<file path="src/rtl/gpc_606_5.sv">
// -----------------------------------------------------------------------------
// gpc_606_5 -- registered (6,0,6;5) generalized parallel counter
//
// Sums six weight-1 bits (src0) and six weight-4 bits (src2) into a 5-bit
// binary result: dst = popcount(src0) + 4 * popcount(src2), range 0..30.
// Intended as a leaf cell of a pipelined compressor tree.
//
// Optional build macro: GPC_606_5_INREG_EN
//   undefined : counter logic feeds the output register directly (latency 1)
//   defined   : extra input register on src0/src2/in_valid (latency 2)
//
// Ports:
//   clk        rising-edge clock
//   rst        synchronous active-high reset (clears every stage)
//   in_valid   qualifies src0/src2 this cycle
//   src0[5:0]  column-0 bits, weight 1 each
//   src2[5:0]  column-2 bits, weight 4 each
//   out_valid  dst holds a result from a qualified input
//   dst[4:0]   binary sum; holds its last value while out_valid is low
// -----------------------------------------------------------------------------
module gpc_606_5 (
  input  logic       clk,
  input  logic       rst,
  input  logic       in_valid,
  input  logic [5:0] src0,
  input  logic [5:0] src2,
  output logic       out_valid,
  output logic [4:0] dst
);

  // Count ones in a 6-bit column: two full adders (3:2) on each half, then a
  // 2-bit add of the partial counts.
  function automatic logic [2:0] pop6(input logic [5:0] v);
    logic [1:0] lo_v;
    logic [1:0] hi_v;
    lo_v = {(v[0] & v[1]) | (v[0] & v[2]) | (v[1] & v[2]), v[0] ^ v[1] ^ v[2]};
    hi_v = {(v[3] & v[4]) | (v[3] & v[5]) | (v[4] & v[5]), v[3] ^ v[4] ^ v[5]};
    return {1'b0, lo_v} + {1'b0, hi_v};
  endfunction

  logic       cnt_valid_s;
  logic [5:0] cnt_src0_s;
  logic [5:0] cnt_src2_s;
  logic [2:0] pc0_s;
  logic [2:0] pc2_s;
  logic [4:0] sum_s;
  logic [4:0] dst_r;
  logic       out_valid_r;

`ifdef GPC_606_5_INREG_EN
  logic       in_valid_r;
  logic [5:0] src0_r;
  logic [5:0] src2_r;

  // Input capture stage; data is captured every cycle, validity tracks in_valid.
  always_ff @(posedge clk) begin
    if (rst) begin
      in_valid_r <= 1'b0;
      src0_r     <= 6'd0;
      src2_r     <= 6'd0;
    end else begin
      in_valid_r <= in_valid;
      src0_r     <= src0;
      src2_r     <= src2;
    end
  end

  // Counter operands come from the input register stage.
  always_comb begin
    cnt_valid_s = in_valid_r;
    cnt_src0_s  = src0_r;
    cnt_src2_s  = src2_r;
  end
`else
  // Counter operands come straight from the ports.
  always_comb begin
    cnt_valid_s = in_valid;
    cnt_src0_s  = src0;
    cnt_src2_s  = src2;
  end
`endif

  // Column counts combined: src2 count lands at bit 2 (weight 4), so the
  // low two bits of the result are just the low bits of the src0 count.
  always_comb begin
    pc0_s = pop6(cnt_src0_s);
    pc2_s = pop6(cnt_src2_s);
    sum_s = {2'b00, pc0_s} + {pc2_s, 2'b00};
  end

  // Output stage: load on valid, hold data (but drop the flag) otherwise.
  always_ff @(posedge clk) begin
    if (rst) begin
      dst_r       <= 5'd0;
      out_valid_r <= 1'b0;
    end else if (cnt_valid_s) begin
      dst_r       <= sum_s;
      out_valid_r <= 1'b1;
    end else begin
      dst_r       <= dst_r;
      out_valid_r <= 1'b0;
    end
  end

  assign dst       = dst_r;
  assign out_valid = out_valid_r;

endmodule

</file>
<file path="config.mk">
export PLATFORM = sky130hd
export DESIGN_NAME = gpc_606_5
export DESIGN_NICKNAME = d
export VERILOG_FILES = /design/src/rtl/gpc_606_5.sv
export SDC_FILE = /design/constraint.sdc
export NUM_CORES = 1
export LEC_CHECK = 0
export CORE_AREA = 2 2 39 41
export DETAILED_ROUTE_END_ITERATION = 10
export DIE_AREA = 0 0 41 43
export SYNTH_ARGS = -nofsm -noshare
export SYNTH_HDL_FRONTEND = slang
export SYNTH_SLANG_ARGS = --single-unit
export TNS_END_PERCENT = 100
</file>
<file path="constraint.sdc">
create_clock -name clk -period 4.1 [get_ports clk]
set_input_delay 0.615 -clock clk [delete_from_list [all_inputs] [get_ports clk]]
set_output_delay 0.615 -clock clk [all_outputs]
set_load 0.05 [all_outputs]
</file>
Word-level counts from Yosys, hierarchy flattened
Index checks and enable logic that the tools add are counted.

Register bits: 6. Input port bits: 15. Output and inout port bits: 6. Word-level logic and storage cells: 34.

Add/subtract/negate cells: 3. Mux-type cells: 1. Bitwise logic cells: 28.

Operators by type and width (count): $and 1x1->1 (12); $or 1x1->1 (8); $xor 1x1->1 (8); $add 2x2->3 (2); $add 3x5->5 (1); $mux 1 (1).

Logic depth before layout (Yosys ltp)
Depth after elaboration: 5. Mapped depth: 7. Gate-level depth less buffers: 7.

Worst setup path before layout
No wires, ideal clock.

Path kind: in2reg. From: in src2[3]. To: reg dst_r[3], in the netlist dst[3]. Library setup time: 91 ps. Arrival: 2381 ps. Required time: 4009 ps. Setup slack: 1628 ps. Cell stages on the path: 5. Buffers on the path: 0. Path through: fa_1 > ha_1 > fa_1 > or3_1 > a311oi_1.

Word-level cells in the longest chain between the ends: 5. Elaborated cells on any way between the ends: 8. Those cells by class: 2 x add/sub; 6 x bitwise.

RTL lines: start, declared (RTL line 26) `input logic [5:0] src2,`; $and 1x1->1 (RTL line 37) `hi_v = {(v[3] & v[4]) | (v[3] & v[5]) | (v[4] & v[5]), v[3] ^ v[4] ^ v[5]};`; $or 1x1->1 (2 in series) (RTL line 37); $add 2x2->3 * (RTL line 38) `return {1'b0, lo_v} + {1'b0, hi_v};`; $add 3x5->5 * (RTL line 88) `sum_s = {2'b00, pc0_s} + {pc2_s, 2'b00};`; end signal, assigned (RTL line 97) `dst_r <= sum_s;`; end signal, assigned (RTL line 100) `dst_r <= dst_r;`; end, declared (RTL line 47) `logic [4:0] dst_r;`.

Every way passes the cells marked *; elsewhere a longest branch is shown, timed or not. A chain may end at the register's enable or synchronous reset.

Worst setup path after layout
Same ends and word-level chain as after synthesis.

==> results.md <==
* Outcome: complete, no violations
* Slew headroom at 67.1%
* Critical path arrival at between 2 and 3 ns
* DRT Pass-1 Iters at 2
* Hold_ws at 0.487 ns
* Crit-path max FO at 3
* Fin Setup TNS at 0 ns
* Final WS setup at 1.38 ns
* Worst Tran Pin Value at 0.493 ns
* Unrepaired setup endpoints after global routing: false
* Layout cells sized above 1 at 6.78%
* P&R area growth vs syn at 58.3%
* Final design utilization at 46.7%
* # setup viols final at 0
* Antenna Violating Nets Remaining at 0
* Die ar. at roughly 0.0018 mm2
* Fin crit share at 66.3%
* Largest net degree at the start of global routing at 10
* Worst-path cell chain: clkdlybuf4s50_1, fa_1, ha_1, fa_1, or3_1, a311oi_1
* First-pass GRT wire length at 1.32 mm
* Hold Fails Final Rpt at 0
* Synthesized flop and latch total at 6
* Worst-Skew Late Latency at ~0.24 ns
* Finished Layout Cells at 75
* Min Tclk post-route at 2.72 ns
* CP most frequent cell: fa_1
* Routed vias at 337
* Total core area at 0.00138 mm2
* Post-Syn Area at 408 um2
* DP HPWL at 685 um
* Final slew viol count at 0
* Vias in the first global route at 364
* Worst Setup End Kind: register
* Routed Wire Length at 784 um
* Number of antenna diodes at 0
* DR iter-0 viols at 1
* Pre-CTS setup slack at 1.11 ns
* Count of input and output buffers at 20
* Height of the die at around 43 um
* Yosys warns at 0
* Syn Nets at 61
* Fmax at 0.368 GHz
* Max-cap viol count at 0
* Initial antenna violation count at 0
* Critical Path Start Type: input port
* # hold bufs at CTS at 0
* Cells after Synth at 37
* Power per Cell Area at between 300 and 400 mW/mm2
* Die width at ~41 um
* Initial core utilization at 29.5%
* Final #Nets at 85
* Clock tree from TritonCTS: yes
* Most common cell after layout, fill and taps aside: clkdlybuf4s50_1
* Max clock buf depth at 2
* Setup Skew at 0 ns
* Setup bufs post-CTS at 0
* CTS sink cnt at 6
* Routed vias/inst at ~4.5
* Most frequent cells in the layout: 20 x clkdlybuf4s50_1, 6 x fa_1, 6 x dfxtp_1, 5 x nor2_1
* Total GRT Usage at approximately 11%
* Global route overflow at 0
* Cell variety after synth at 17
* GPL Wtd Cong at 0.656
* Crit Path Class: in2reg
* Crit path max-delay family: adder cells
* LEAKAGE at ~0.00026 uW
* Wire length per cell at 10.5 um
* Row count at 14
* Mean Syn Cell Area at 11.0 um2
* Worst endpoint required time at around 4.3 ns
* CP Buf/Inv Count at 1
* Crit path max-delay cell type: fa_1
* CTS Root Cell: clkbuf_4
* DRC at 0
* # IOs at 21
* Max IR drop VDD at roughly 0.00012 V
* Seq/Total Area, Yosys at 29.4%
* Hold Crit Class: reg2reg
* H-tree depth at 1
* Clk slew on worst S/H paths at ~0.040 ns
* PostCTS Resize Cnt at 0
* CTS buffer count at 3
* Cell total after placement at 72
* Max incr delay on CP at 0.50 ns
worst min-delay path, stage by stage, from the launching register on:
cell	delay, ns
dfxtp_1	0.30
nor2_1	0.08
a211oi_1	0.05
final timing paths:
kind           start  endpoint  slack (ns)  cells past startpoint
max          src2[3]    dst[3]        1.38                      6
min           dst[4]    dst[4]        0.49                      2
max reg2reg   dst[3]    dst[3]        3.41                      2
min reg2reg   dst[4]    dst[4]        0.49                      2
per-stage QoR:
step	cell area [um2]	total power, uW
finish	646	231
global route	646	251
CTS	646	234
detailed placement	623	181
global placement	623	179
floorplan	408	142
cell type report:
| class | instances | area [um2] |
|---|---|---|
| multi-input combinational | 26 | 268 |
| sequential | 6 | 120 |
| inverter | 4 | 15.0 |
| tap | 16 | 20.0 |
| fill | 146 | 738 |
| clock buffer | 3 | 22.5 |
| timing repair buffer | 20 | 200 |
routing by layer:
metal | wire [um] | part of all wire (%) | vias up | GRT usage, %
li1 | - | - | 166 | -
met1 | 325 | 41 | 157 | 11.2
met2 | 404 | 52 | 14 | 19.1
met3 | 54 | 6.9 | 0 | 3.14
met4 | 0 | 0 | 0 | 6.00
met5 | 0 | 0 | - | 0
synthesized netlist by cell type:
cell / number / area [um2]
xnor2_1: 1 / 8.76
nor2b_1: 1 / 6.26
nand3b_1: 1 / 7.51
o21ai_0: 1 / 5.00
ha_1: 3 / 37.5
xor2_1: 1 / 8.76
or3_1: 1 / 6.26
a21oi_1: 1 / 5.00
inv_1: 3 / 11.3
nor2_1: 5 / 18.8
inv_2: 1 / 3.75
fa_1: 6 / 120
dfxtp_1: 6 / 120
buf_2: 1 / 5.00
a211oi_1: 2 / 15.0
a311oi_1: 1 / 8.76
mux2i_1: 2 / 20.0
flip-flops by register name, summed over array words and instances (netlist names):
name       cells
dst            5
out_valid      1
cell families (layout without fill, tap and decap cells):
family                     Yosys count  in the layout  share of synthesized area [%]
buffers and inverters                5             27                           4.91
muxes                                2              2                           4.91
adders and majority gates            9              9                           38.7
xor gates and xnor gates             2              2                           4.30
AOI/OAI and AO/OA                    5              5                           8.28
DFF                                  6              6                           29.4
and+or+nand+nor                      8              8                           9.51
report_power, final:
group	internal, uW	total [uW]	switching [uW]	leakage [uW]
registers	66.3	69.9	3.59	0.0000498
logic	49.5	109	59.2	0.000198
clock network	33.0	52.6	19.6	0.0000138
total	149	231	82.3	0.000261
(Power assumes the default switching activity.)
